[src/rtl/pq_pkg.sv]
// rtl/pq_pkg.sv - shared key/value types, operation codes and ordering predicate for the PQ variants
package pq_pkg;

  localparam int KEY_WIDTH = 8;
  localparam int VAL_WIDTH = 8;

  typedef struct packed {
    logic [KEY_WIDTH-1:0] key;
    logic [VAL_WIDTH-1:0] val;
  } kv_t;

  typedef enum logic [1:0] {
    OP_HOLD = 2'd0,
    OP_ENQ  = 2'd1,
    OP_DEQ  = 2'd2,
    OP_REP  = 2'd3
  } pq_op_e;

  // Strict, unsigned: equal keys are never better, which keeps arrival order.
  function automatic logic better(input kv_t a, input kv_t b, input logic max_first);
    return max_first ? (a.key > b.key) : (a.key < b.key);
  endfunction

endpackage

[src/rtl/ra_pq_p_cell.sv]
// rtl/ra_pq_p_cell.sv - one slot of the sorted shift-register array; decides its next state from its neighbours
module ra_pq_p_cell
  import pq_pkg::*;
#(
  parameter int KEY_WIDTH = pq_pkg::KEY_WIDTH,
  parameter int VAL_WIDTH = pq_pkg::VAL_WIDTH,
  parameter int MAX_FIRST = 0,
  parameter int IS_FIRST  = 0
) (
  input  logic                           clk,
  input  logic                           rst_n,
  input  logic [1:0]                     op,
  input  logic [KEY_WIDTH+VAL_WIDTH-1:0] kvi,
  input  logic                           prev_v,
  input  logic [KEY_WIDTH+VAL_WIDTH-1:0] prev_kv,
  input  logic                           prev_ins,
  input  logic                           next_v,
  input  logic [KEY_WIDTH+VAL_WIDTH-1:0] next_kv,
  output logic                           v,
  output logic [KEY_WIDTH+VAL_WIDTH-1:0] kv,
  output logic                           ins
);

  localparam int KVW = KEY_WIDTH + VAL_WIDTH;

  logic           ge_self;
  logic           ge_next;
  logic           v_d;
  logic [KVW-1:0] kv_d;

  // Keys are zero-extended into the shared struct so the common predicate applies.
  function automatic logic behind(input logic [KVW-1:0] a, input logic [KVW-1:0] e);
    kv_t ea;
    kv_t eb;
    ea = '0;
    eb = '0;
    ea.key[KEY_WIDTH-1:0] = a[KVW-1 -: KEY_WIDTH];
    eb.key[KEY_WIDTH-1:0] = e[KVW-1 -: KEY_WIDTH];
    return !better(ea, eb, MAX_FIRST != 0);
  endfunction

  assign ge_self = v && behind(kvi, kv);
  assign ge_next = next_v && behind(kvi, next_kv);
  assign ins     = !ge_self;

  always_comb begin
    v_d  = v;
    kv_d = kv;
    unique case (op)
      OP_ENQ: begin
        if (ins) begin
          if (prev_ins) begin
            v_d  = prev_v;
            kv_d = prev_kv;
          end else begin
            v_d  = 1'b1;
            kv_d = kvi;
          end
        end
      end
      OP_DEQ: begin
        v_d  = next_v;
        kv_d = next_kv;
      end
      OP_REP: begin
        // Head leaves: cells up to the insertion slot pull from behind, the slot takes kvi.
        if (ge_next) begin
          v_d  = next_v;
          kv_d = next_kv;
        end else if ((IS_FIRST != 0) || ge_self) begin
          v_d  = 1'b1;
          kv_d = kvi;
        end
      end
      default: ;
    endcase
  end

  always_ff @(posedge clk or negedge rst_n) begin
    if (!rst_n) begin
      v  <= 1'b0;
      kv <= '0;
    end else begin
      v  <= v_d;
      kv <= kv_d;
    end
  end

endmodule

[src/rtl/ra_pq_p.sv]
// rtl/ra_pq_p.sv - single-cycle register-array priority queue with min/max ordering, replace and error flag
module ra_pq_p
  import pq_pkg::*;
#(
  parameter int KEY_WIDTH = pq_pkg::KEY_WIDTH,
  parameter int VAL_WIDTH = pq_pkg::VAL_WIDTH,
  parameter int DEPTH     = 8,
  parameter int MAX_FIRST = 0
) (
  input  logic                           clk,
  input  logic                           rst_n,
  input  logic                           enq,
  input  logic                           deq,
  input  logic [KEY_WIDTH+VAL_WIDTH-1:0] kvi,
  output logic [KEY_WIDTH+VAL_WIDTH-1:0] kvo,
  output logic                           ovalid,
  output logic                           empty,
  output logic                           full,
  output logic [$clog2(DEPTH+1)-1:0]     count,
  output logic                           err
);

  localparam int KVW = KEY_WIDTH + VAL_WIDTH;
  localparam int CW  = $clog2(DEPTH+1);

  logic [1:0]       op;
  logic [DEPTH-1:0] v_a;
  logic [DEPTH-1:0] ins_a;
  logic [KVW-1:0]   kv_a [DEPTH];

  assign empty  = (count == '0);
  assign full   = (count == CW'(DEPTH));
  assign ovalid = !empty;
  assign kvo    = kv_a[0];

  // enq+deq on an empty queue degrades to a plain enqueue.
  always_comb begin
    op = OP_HOLD;
    if (enq && deq) begin
      op = empty ? OP_ENQ : OP_REP;
    end else if (enq) begin
      op = full ? OP_HOLD : OP_ENQ;
    end else if (deq) begin
      op = empty ? OP_HOLD : OP_DEQ;
    end
  end

  for (genvar i = 0; i < DEPTH; i++) begin : g_cell
    logic           pv;
    logic           pins;
    logic [KVW-1:0] pkv;
    logic           nv;
    logic [KVW-1:0] nkv;

    if (i == 0) begin : g_head
      assign pv   = 1'b0;
      assign pins = 1'b0;
      assign pkv  = '0;
    end else begin : g_body
      assign pv   = v_a[i-1];
      assign pins = ins_a[i-1];
      assign pkv  = kv_a[i-1];
    end

    if (i == DEPTH-1) begin : g_tail
      assign nv  = 1'b0;
      assign nkv = '0;
    end else begin : g_link
      assign nv  = v_a[i+1];
      assign nkv = kv_a[i+1];
    end

    ra_pq_p_cell #(
      .KEY_WIDTH (KEY_WIDTH),
      .VAL_WIDTH (VAL_WIDTH),
      .MAX_FIRST (MAX_FIRST),
      .IS_FIRST  ((i == 0) ? 1 : 0)
    ) u_cell (
      .clk      (clk),
      .rst_n    (rst_n),
      .op       (op),
      .kvi      (kvi),
      .prev_v   (pv),
      .prev_kv  (pkv),
      .prev_ins (pins),
      .next_v   (nv),
      .next_kv  (nkv),
      .v        (v_a[i]),
      .kv       (kv_a[i]),
      .ins      (ins_a[i])
    );
  end

  always_ff @(posedge clk or negedge rst_n) begin
    if (!rst_n) begin
      count <= '0;
      err   <= 1'b0;
    end else begin
      err <= (enq && !deq && full) || (deq && empty);
      if (op == OP_ENQ) begin
        count <= count + CW'(1);
      end else if (op == OP_DEQ) begin
        count <= count - CW'(1);
      end
    end
  end

endmodule
[config.mk]
export PLATFORM = sky130hd
export DESIGN_NAME = ra_pq_p
export DESIGN_NICKNAME = d
export VERILOG_FILES = /design/src/rtl/pq_pkg.sv /design/src/rtl/ra_pq_p_cell.sv /design/src/rtl/ra_pq_p.sv
export SDC_FILE = /design/constraint.sdc
export NUM_CORES = 1
export LEC_CHECK = 0
export BUFFER_PORTS_ARGS = -buffer_cell sky130_fd_sc_hd__buf_2
export CORE_MARGIN = 1
export CORE_UTILIZATION = 25
export CTS_CLUSTER_DIAMETER = 80
export DETAILED_ROUTE_END_ITERATION = 8
export GPL_ROUTABILITY_DRIVEN = 1
export MAX_ROUTING_LAYER = met4
export PLACE_DENSITY = 0.41
export SLEW_MARGIN = 20
export SYNTH_ARGS = -nofsm -noshare
export SYNTH_HDL_FRONTEND = slang
export SYNTH_SLANG_ARGS = --single-unit
[constraint.sdc]
create_clock -name clk -period 2.6 [get_ports clk]
set_clock_uncertainty 0.05 [all_clocks]
set_input_delay 0.13 -clock clk [delete_from_list [all_inputs] [get_ports clk]]
set_output_delay 0.13 -clock clk [all_outputs]
set_load 0.1 [all_outputs]
==> impl_metrics.py, run 1 <==
metrics = {
    "sta": {
        "tightest_slew_ns": 0.696,
        "max_freq_mhz": 369,
        "rsz0062_at_grt": "true",
        "finalMaxSlewViolations": 0,
        "finalSetupViolations": 31,
        "hold_viol": 0,
        "tns_ns": -1.77,
        "min_period_over_period_pct": 104,
        "hold_ws_ns": 0.0163,
        "setup_slack_ns": -0.108,
        "maxSlewHeadroom_pct": 53.6,
        "period_minus_slack_ns": 2.71,
    },
    "yosys": {
        "synth.distinct_cells": 60,
        "muxShareOfSynthArea_pct": 9.38,
        "synth_compound_area_share_pct": 30.0,
        "syn_nets": 1379,
        "synth-async-reset-ratio_pct": 100,
        "yosys.area_share.simple_pct": 13.1,
        "synth_xor_area_share_pct": 0.325,
        "synthFlopType": "dfrtp_1",
        "yosysWarnings": 0,
        "synth_edf_count": 0,
        "synth_seq_area_share_pct": 32.7,
        "synth_top_family_by_area": "compound AO/OA/AOI/OAI gates",
        "synthAdderAreaFrac_pct": 7.37,
        "syn_avg_cell_area_um2": 8.33,
        "ys_ff_latch": 141,
        "syn_inst": 1296,
        "post_synth_instance_area_mm2": 0.0108,
    },
    "min_path": {
        "hold_path_class": "in -> reg",
    },
    "global_routing": {
        "grt_use_met3_pct": 2.09,
        "grt_pass1_vias": 11100,
        "met1_usage_pct": 27.3,
        "grt_overflow_total": 0,
        "grt_pass1_wl_um": 65300,
        "antenna_found_initial": 0,
        "grt_max_degree": 62,
        "grt_util_met2_pct": 30.8,
        "grtUsageTotal_pct": 19.8,
        "top_usage_layer": "met2",
    },
    "power_and_ir_drop": {
        "seq_power_share_pct": 20.0,
        "clock_power_share_pct": 12.9,
        "swShare_pct": 47.4,
        "p_leak_uw": 0.00655,
        "power_switching_uw": 10300,
        "internal-power_uw": 11400,
        "ir_worst_vdd_uv": 775,
        "powerDensity_mw_per_mm2": 1460,
        "p_comb_share_pct": 67.1,
    },
    "setup_path": {
        "critPathRequiredTime_ns": 2.87,
        "crit_fanout": 6,
        "worst_setup_path_start_kind": "register",
        "end_kind": "register",
        "crit_arrival_ns": 2.98,
        "critPathKind": "reg -> reg",
    },
    "clock_tree": {
        "cts_tree": "yes",
        "clock_path_buffers": 2,
        "h-tree-depth": 4,
        "path_clk_slew_ns": 0.06,
        "clock_latency_ns": 0.44,
        "root_buffer": "clkbuf_16",
        "clock-sinks": 141,
        "numCtsBuffers": 17,
    },
    "route": {
        "ant_nets": 0,
        "wl_per_cell_um": 20.8,
        "drc": 0,
        "drt_iter0_drc": 791,
        "via_count": 10900,
        "routed_wl_um": 42400,
        "first_pass_iters": 5,
        "via_per_inst": 5.36,
    },
    "place": {
        "port_buffers": 43,
        "place.gp.congestion": 0.851,
        "placed_area_mm2": 0.0132,
        "hpwl_um": 30900,
    },
    "floorplan": {
        "start_util_pct": 25.6,
        "rows": 75,
        "dieArea_mm2": 0.0440,
        "coreArea_mm2": 0.0422,
        "die_h_um": 210,
        "num_io_pins": 44,
        "die_x_um": 210,
    },
    "layout": {
        "final_cell_mix": "174 x buf_4, 136 x nand2_1, 136 x dfrtp_1",
        "nNetsFinal": 1566,
        "drive_gt1_share_pct": 30.1,
        "finalInstanceArea_mm2": 0.0149,
        "area_growth_pct": 38.0,
        "final_common_cell": "buf_4",
        "diodes": 0,
    },
    "flow_run": {
        "max-cap-violations": 0,
    },
    "run_status": {
        "violations": "setup timing",
        "status": "complete, but fails checks",
    },
}
[path summary, 6_finish.rpt]
path                       depth (start not counted)  slack, ns                      to              startpoint
setup / recovery                                  10      -0.11  g_cell[7].u_cell.kv[0]  g_cell[6].u_cell.kv[9]
hold / removal                                     3       0.02  g_cell[7].u_cell.kv[8]                  kvi[8]
hold reg to reg                                    1       0.44  g_cell[6].u_cell.kv[1]  g_cell[7].u_cell.kv[1]
max in group asynchronous                          3       1.47  g_cell[5].u_cell.kv[7]                   rst_n
setup reg to reg                                  10      -0.11  g_cell[7].u_cell.kv[0]  g_cell[6].u_cell.kv[9]
min in group asynchronous                          2       0.21  g_cell[0].u_cell.kv[4]                   rst_n
[final cells by class]
class                           instances  area, um2
Inverter                               79        315
Timing Repair Buffer                  271       2470
Sequential cell                       141       3540
Fill cell                            4409      27300
Tap cell                              539        674
Clock buffer                           20        457
Clock inverter                         12        191
Multi-Input combinational cell        973       7240
[routing by layer]
| metal | wire length, um | part of all wire, % |
|---|---|---|
| met4 | 639 | 1.5 |
| met1 | 20600 | 49 |
| met5 | 0 | 0 |
| met3 | 1480 | 3.5 |
| met2 | 19700 | 46 |
[power by group through the flow]
stage | clock network [uW] | logic [uW] | registers (uW)
after global routing | 2940 | 15700 | 4500
after floorplan | 0 | 7220 | 5330
after global placement | 0 | 12700 | 4330
final | 2790 | 14600 | 4330
after CTS | 2860 | 13000 | 4300
after detailed placement | 0 | 12700 | 4320
[stage by stage]
step / setup slack, ns / utilization (%) / power (uW) / instances
4_1_cts: -0.0793 / 33.3 / 20200 / 2003
3_3_place_gp: -0.197 / 31.2 / 17000 / 1957
6_report: -0.108 / 35.3 / 21700 / 2035
3_5_place_dp: -0.239 / 31.2 / 17000 / 1957
2_1_floorplan: -0.571 / - / 12500 / 1296
5_1_grt: -0.171 / 35.3 / 23200 / 2035
[cells in the mapped netlist, types with 4 or more instances]
library cell	n	area (um2)
nand3_1	10	50.1
buf_1	6	22.5
nand2_1	146	548
a22oi_1	36	270
o22ai_1	21	131
o31ai_1	5	37.5
dfrtp_1	141	3530
a221oi_1	15	131
a32o_1	4	40.0
o22a_1	4	35.0
or3_1	4	25.0
a31oi_1	37	231
a2111o_1	4	45.0
buf_2	30	150
nand2b_1	12	75.1
a221o_1	36	360
a21oi_1	108	541
o2bb2ai_1	4	35.0
a211o_1	10	87.6
o21ai_0	78	390
inv_1	79	297
o221ai_1	20	175
buf_4	6	45.0
nor3_1	22	110
nor2_1	115	432
mux2i_1	73	731
nor2b_1	16	100
o211ai_1	31	233
o21a_1	5	37.5
ha_1	62	776
a211oi_1	17	128
o21ai_1	12	60.1
mux2_2	25	282
clkbuf_1	60	225
[state kept, by name (all words and copies together) (netlist names)]
name              cells
g_cell.u_cell.kv    128
g_cell.u_cell.v       8
count                 4
err                   1
[cells by family (layout without fill, tap and decap cells)]
| kind of cell | after synthesis | count (layout) |
|---|---|---|
| AOI/OAI and AO/OA | 471 | 472 |
| buffers and inverters | 183 | 382 |
| muxes | 98 | 98 |
| xor gates and xnor gates | 4 | 4 |
| and+or+nand+nor | 336 | 336 |
| DFF | 141 | 141 |
| adders and majority gates | 63 | 63 |
[critical path: stages (launching register included)]
cell	delay, ns
dfrtp_1	0.39
inv_2	0.09
ha_4	0.20
a2111o_1	0.48
a32oi_4	0.30
buf_12	0.18
nor3_4	0.05
mux2i_2	0.22
buf_6	0.19
and2b_1	0.18
a221o_1	0.25
[timing repair]
| item | in CTS | in global routing |
|---|---|---|
| endpoints found under the setup margin | 72 | 104 |
| pin swaps | 7 | 30 |
| gates cloned | 0 | 3 |
| setup buffers | 12 | 30 |
| hold endpoints to repair | 57 | 0 |
| hold buffers | 3 | 0 |
| resized for setup | 21 | 132 |
Note: power is estimated with default switching activity, not from simulation.
==> run 2, diff against run 1 <==
--- a/config.mk
+++ b/config.mk
@@ -16,4 +16,6 @@
 export SLEW_MARGIN = 20
 export SYNTH_ARGS = -nofsm -noshare
 export SYNTH_HDL_FRONTEND = slang
+export SYNTH_HIERARCHICAL = 1
 export SYNTH_SLANG_ARGS = --single-unit
+export TNS_END_PERCENT = 10
==> run 2 against run 1 <==
Effect of this change: the flow now finishes without violations; count of clock-buffer cells in the layout decreased by 1; wire length up 12%; critical path depth down 1; power down 1.1%; global-route usage down 1.7 points; area after synthesis grew 25%; first-iteration DRC count up 22%; clock power is 3% lower; non-clock buffer count is 16 lower; largest power group unchanged.
==> impl_metrics.py, run 2 <==
metrics = {
    "run_status": {
        "status": "completed",
    },
    "floorplan": {
        "coreArea_mm2": 0.0530,
        "rows": 84,
        "num_io_pins": 44,
        "dieArea_mm2": 0.0550,
        "die_x_um": 234,
        "start_util_pct": 25.5,
        "die_h_um": 234,
    },
    "route": {
        "ant_nets": 0,
        "via_per_inst": 5.15,
        "routed_wl_um": 47600,
        "wl_per_cell_um": 19.2,
        "drc": 0,
        "via_count": 12700,
        "first_pass_iters": 5,
        "drt_iter0_drc": 962,
    },
    "layout": {
        "drive_gt1_share_pct": 26.2,
        "nNetsFinal": 1911,
        "largest-register": "g_cell.u_cell/kv",
        "largest_reg_flops": 128,
        "area_growth_pct": 25.8,
        "final_cell_count_no_fill": 2476,
        "final_common_cell": "nand2_1",
        "diodes": 0,
        "reg_top3": "g_cell.u_cell/kv: 128 flops, g_cell.u_cell/v: 8 flops, count: 4 flops",
        "final_core_util_pct": 32.1,
        "final_cell_mix": "215 x nand2_1, 184 x inv_1, 182 x buf_4",
    },
    "global_routing": {
        "grt_max_degree": 66,
        "grt_pass1_vias": 12900,
        "grt_pass1_wl_um": 74500,
        "antenna_found_initial": 0,
        "grtUsageTotal_pct": 18.1,
        "grt_overflow_total": 0,
    },
    "place": {
        "place_inst": 2433,
        "place.gp.congestion": 0.810,
        "port_buffers": 43,
        "hpwl_um": 36100,
    },
    "yosys": {
        "yosysTopAreaCellShare_pct": 26.1,
        "synth-async-reset-ratio_pct": 100,
        "yosysTopAreaCell": "dfrtp_1",
        "synthFlopType": "dfrtp_1",
        "synth.distinct_cells": 63,
        "syn_avg_cell_area_um2": 8.67,
        "synth_edf_count": 0,
        "yosys-top-cells-count": "217 x nand2_1, 189 x inv_1, 141 x dfrtp_1",
        "yosysWarnings": 6,
        "ys_top_cells_by_area": "dfrtp_1 26%, ha_1 11%, mux2_2 9.2%",
        "ys_ff_latch": 141,
        "synth_seq_area_share_pct": 26.1,
        "synth.most_common_cell": "nand2_1",
        "syn_inst": 1557,
        "post_synth_instance_area_mm2": 0.0135,
    },
    "power_and_ir_drop": {
        "p_leak_uw": 0.00739,
        "power_switching_uw": 10300,
        "swShare_pct": 48.2,
        "seq_power_share_pct": 19.7,
        "p_comb_share_pct": 67.7,
        "clock_power_share_pct": 12.6,
        "powerDensity_mw_per_mm2": 1260,
        "ir_worst_vdd_uv": 896,
        "internal-power_uw": 11100,
    },
    "clock_tree": {
        "clock-sinks": 141,
        "clock_path_buffers": 2,
        "cts_tree": "yes",
        "h-tree-depth": 4,
        "numCtsBuffers": 17,
        "clock_latency_ns": 0.46,
        "root_buffer": "clkbuf_16",
        "path_clk_slew_ns": 0.07,
    },
    "sta": {
        "hold_viol": 0,
        "max_freq_mhz": 396,
        "finalMaxSlewViolations": 0,
        "finalSetupViolations": 0,
        "tns_ns": 0,
        "min_period_over_period_pct": 97.2,
        "maxSlewHeadroom_pct": 51.6,
        "tightest_slew_ns": 0.726,
        "rsz0062_at_grt": "true",
        "period_minus_slack_ns": 2.53,
    },
    "setup_path": {
        "crit_top_cell": "ha_4",
        "crit_fanout": 4,
        "cpMaxStageDelayCell": "or4_4",
        "critPathRequiredTime_ns": 2.91,
        "worst_setup_path_start_kind": "register",
        "critPathKind": "reg -> reg",
        "crit_arrival_ns": 2.84,
        "cp_slowest_stage_delay_ns": 0.57,
        "crit_chain": "or4_4 > nand2_4 > ha_4 > inv_4 > ha_4 > buf_4 > nand3_1 > a2111o_1 > o211ai_1",
        "end_kind": "register",
    },
    "flow_run": {
        "max-cap-violations": 0,
    },
    "min_path": {
        "hold_path_class": "in -> reg",
    },
}
run 2: changes by cell type in the layout (fill, tap and decap cells not counted), sizes merged, moves of 62 or more:
cell    before  now
nand2      146  218
a22oi       36   98
a211oi      17   96
nor2       116   41
mux2        25  117
inv         78  192
o21ai       91   14
a21oi      108   30
run 2: cell families (layout without fill, tap and decap cells):
logic type,Yosys count,count (layout),synth area share (%)
fa+ha+maj,116,116,10.8
mux,160,160,13.1
xor+xnor,2,2,0.130
simple gates,371,371,12.3
buf+inv,296,477,9.31
flops,141,141,26.1
compound gates,470,471,28.2
other cells,1,50,0.0278
run 2: power by group through the flow:
stage	Combinational [uW]	Sequential [uW]	Clock, uW
6_report	14500	4220	2700
5_1_grt	15900	4380	2850
3_3_place_gp	14000	4260	0
3_5_place_dp	14100	4270	0
2_1_floorplan	8730	5140	0
4_1_cts	14200	4240	2800
run 2: what timing repair did:
action                     4_1_cts  5_1_grt
gates cloned                     0        2
pin swaps                        0        7
buffers inserted                 0        6
hold buffers                     3        0
setup endpoints to repair       66       73
hold endpoints to repair        63        0
gates resized for setup          3       29
run 2: path summary, 6_finish.rpt:
kind                            cells after the start  slack [ns]                      end                   start
worst max-delay path                                9        0.07                 count[3]                count[2]
worst min-delay path                                3        0.16   g_cell[0].u_cell/kv[0]                  kvi[0]
worst max register to register                      9        0.07                 count[3]                count[2]
worst min register to register                      1        0.46   g_cell[7].u_cell/kv[3]  g_cell[7].u_cell/kv[3]
max in group asynchronous                           3        1.44  g_cell[4].u_cell/kv[13]                   rst_n
min in group asynchronous                           2        0.21   g_cell[0].u_cell/kv[5]                   rst_n
run 2: per-stage QoR:
step	hold slack [ns]	setup slack, ns	total power [uW]	cell area, um2
3_5_place_dp	0.159	-0.0932	18400	16100
2_1_floorplan	-0.216	-0.973	13900	13800
5_1_grt	0.175	-0.0332	23100	17000
6_report	0.158	0.0719	21400	17000
4_1_cts	0.139	0.00265	21200	16800
3_3_place_gp	0.152	-0.0729	18300	16100
run 2: area by class of cell:
class	count	area, um2
fill	5638	36000
multi-input combinational	1170	9110
sequential	141	3540
timing repair buffer	255	2140
tap	688	861
inverter	190	724
clock buffer	19	453
clock inverter	13	163
run 2: metal layers:
layer  track usage, %  routed length, um  vias up
li1                 -                  -     6213
met1             24.9              24300     6259
met2             27.9              21300      235
met3             2.01               1280       41
met4             4.88                714        0
met5                -                  0        -
run 2: worst max-delay path: cells and delay by family (launching register included):
family	cells	cell delay (ns)
AOI/OAI and AO/OA	2	0.50
adders and majority gates	2	0.41
buffers and inverters	2	0.17
DFF	1	0.51
and+or+nand+nor	3	0.78
==> run 3, diff against run 2 <==
--- a/config.mk
+++ b/config.mk
@@ -8,6 +8,7 @@
 export BUFFER_PORTS_ARGS = -buffer_cell sky130_fd_sc_hd__buf_2
 export CORE_MARGIN = 1
 export CORE_UTILIZATION = 25
+export CTS_BUF_LIST = sky130_fd_sc_hd__clkbuf_16
 export CTS_CLUSTER_DIAMETER = 80
 export DETAILED_ROUTE_END_ITERATION = 8
 export GPL_ROUTABILITY_DRIVEN = 1
@@ -16,6 +17,5 @@
 export SLEW_MARGIN = 20
 export SYNTH_ARGS = -nofsm -noshare
 export SYNTH_HDL_FRONTEND = slang
-export SYNTH_HIERARCHICAL = 1
 export SYNTH_SLANG_ARGS = --single-unit
 export TNS_END_PERCENT = 10
==> run 3 against run 2 <==
Effect of this change: the flow now finishes with violations (setup timing); final area decreased by 16%; sequential share of layout area up 4.0 points; worst setup slack worse by 0.12 ns; via count shrank 15%; critical path depth decreased by 1; sequential cell count unchanged; cell count down 19%; largest cell class unchanged; highest routed layer unchanged.
==> impl_metrics.py, run 3 (same netlist as run 1, synthesis figures left out) <==
metrics = {
    "run_status": {
        "status": "complete, but fails checks",
        "violations": "setup timing",
    },
    "sta": {
        "tns_ns": -0.180,
        "rsz0062_at_grt": "true",
        "tightest_slew_ns": 0.619,
        "max_freq_mhz": 377,
        "hold_viol": 0,
        "finalMaxSlewViolations": 0,
        "hold_ws_ns": 0.0233,
        "setup_slack_ns": -0.0517,
        "min_period_over_period_pct": 102,
        "finalSetupViolations": 9,
        "maxSlewHeadroom_pct": 58.7,
        "period_minus_slack_ns": 2.65,
    },
    "floorplan": {
        "die_h_um": 210,
        "dieArea_mm2": 0.0440,
        "start_util_pct": 25.6,
        "rows": 75,
        "coreArea_mm2": 0.0422,
        "die_x_um": 210,
        "num_io_pins": 44,
    },
    "layout": {
        "reg_top3": "g_cell.u_cell.kv: 128 flops, g_cell.u_cell.v: 8 flops, count: 4 flops",
        "diodes": 0,
        "drive_gt1_share_pct": 26.7,
        "nNetsFinal": 1537,
        "largest_reg_flops": 128,
        "final_common_cell": "buf_4",
        "final_cell_mix": "150 x buf_4, 140 x nand2_1, 137 x dfrtp_1",
        "largest-register": "g_cell.u_cell.kv",
        "final_cell_count_no_fill": 2005,
        "final_core_util_pct": 33.8,
        "area_growth_pct": 32.2,
        "finalInstanceArea_mm2": 0.0143,
    },
    "route": {
        "drc": 0,
        "ant_nets": 0,
        "drt_iter0_drc": 683,
        "wl_per_cell_um": 20.8,
        "via_count": 10800,
        "routed_wl_um": 41800,
        "via_per_inst": 5.40,
        "first_pass_iters": 6,
    },
    "global_routing": {
        "grt_max_degree": 55,
        "met1_usage_pct": 27.3,
        "grt_overflow_total": 0,
        "grt_use_met3_pct": 2.39,
        "grt_pass1_vias": 10900,
        "top_usage_layer": "met2",
        "grt_util_met2_pct": 31.3,
        "grt_pass1_wl_um": 65400,
        "antenna_found_initial": 0,
        "grtUsageTotal_pct": 19.9,
    },
    "place": {
        "place_inst": 1948,
        "port_buffers": 43,
        "hpwl_um": 30600,
        "place.gp.congestion": 0.812,
        "placed_area_mm2": 0.0131,
    },
    "setup_path": {
        "end_kind": "register",
        "worst_setup_path_start_kind": "register",
        "crit_chain": "inv_1 > ha_1 > a2111o_1 > a32oi_2 > buf_6 > mux2_2 > a32o_1 > a221o_1",
        "critPathBufInv": 2,
        "cp_slowest_stage_delay_ns": 0.47,
        "crit_fanout": 5,
        "regToRegSetupSlack_ns": -0.05,
        "cpMaxStageDelayCell": "a2111o_1",
        "critPathRequiredTime_ns": 2.88,
        "cp_top_family": "compound AO/OA/AOI/OAI gates",
        "critPathKind": "reg -> reg",
        "crit_arrival_ns": 2.93,
    },
    "power_and_ir_drop": {
        "p_leak_uw": 0.00627,
        "ir_worst_vdd_uv": 1110,
        "powerDensity_mw_per_mm2": 1420,
    },
    "clock_tree": {
        "path_clk_slew_ns": 0.07,
        "root_buffer": "clkbuf_16",
        "cts_tree": "yes",
        "h-tree-depth": 4,
        "clock-sinks": 141,
        "clock_latency_ns": 0.45,
        "clock_path_buffers": 2,
        "numCtsBuffers": 17,
    },
    "min_path": {
        "hold_path_class": "in -> reg",
    },
    "flow_run": {
        "max-cap-violations": 0,
    },
}
run 3: changes by cell type in the layout (fill, tap and decap cells not counted), sizes merged, moves of 75 or more:
cell	before	now
a21oi	30	108
o21ai	14	90
a211oi	96	17
mux2	117	25
nor2	41	116
inv	192	81
run 3: report_power, final:
part | total, uW | leakage [uW] | switching, uW | internal [uW]
clock | 2450 | 0.000268 | 1130 | 1310
combinational | 13500 | 0.00429 | 7760 | 5760
sequential | 4360 | 0.00171 | 1090 | 3270
total | 20300 | 0.00627 | 9980 | 10300
run 3: layout make-up:
type / instances / area (um2)
inverters: 79 / 318
fillers: 4451 / 28000
multi-input cells: 972 / 6990
flip-flops and latches: 141 / 3540
repair buffers: 243 / 2200
well taps: 539 / 674
clock buffers: 17 / 425
clock inverters: 14 / 124
run 3: worst min-delay path: stages:
cell and delay, ns:
buf_2 0.19, nand2_1 0.09, a31oi_1 0.08
run 3: per-layer routing:
layer,vias to the layer above,routed length (um),share of wire [%]
met3,31,1570,3.8
met2,283,19600,47
met1,5384,20100,48
met5,-,0,0
li1,5130,-,-
met4,0,510,1.2
run 3: through the flow:
stage	setup slack [ns]	power (uW)
2_1_floorplan	-0.571	12400
3_3_place_gp	-0.116	16800
6_report	-0.0517	20300
5_1_grt	-0.116	21800
4_1_cts	-0.0203	19500
3_5_place_dp	-0.147	16800
run 3: final timing paths:
check | end | start | cells past startpoint
min reg2reg | g_cell[6].u_cell.kv[5] | g_cell[7].u_cell.kv[5] | 1
max reg2reg | g_cell[5].u_cell.kv[7] | g_cell[4].u_cell.kv[9] | 8
min in group asynchronous | g_cell[0].u_cell.kv[0] | rst_n | 2
max in group asynchronous | g_cell[2].u_cell.v | rst_n | 3
min | g_cell[7].u_cell.kv[6] | kvi[6] | 3
max | g_cell[5].u_cell.kv[7] | g_cell[4].u_cell.kv[9] | 8
run 3: timing repair:
item | 4_1_cts | 5_1_grt
endpoints found under the setup margin | 78 | 115
endpoints found under the hold margin | 54 | 0
setup buffers | 4 | 16
cloned | 1 | 1
hold buffers | 4 | 0
gates resized for setup | 14 | 89
pin swaps | 2 | 14
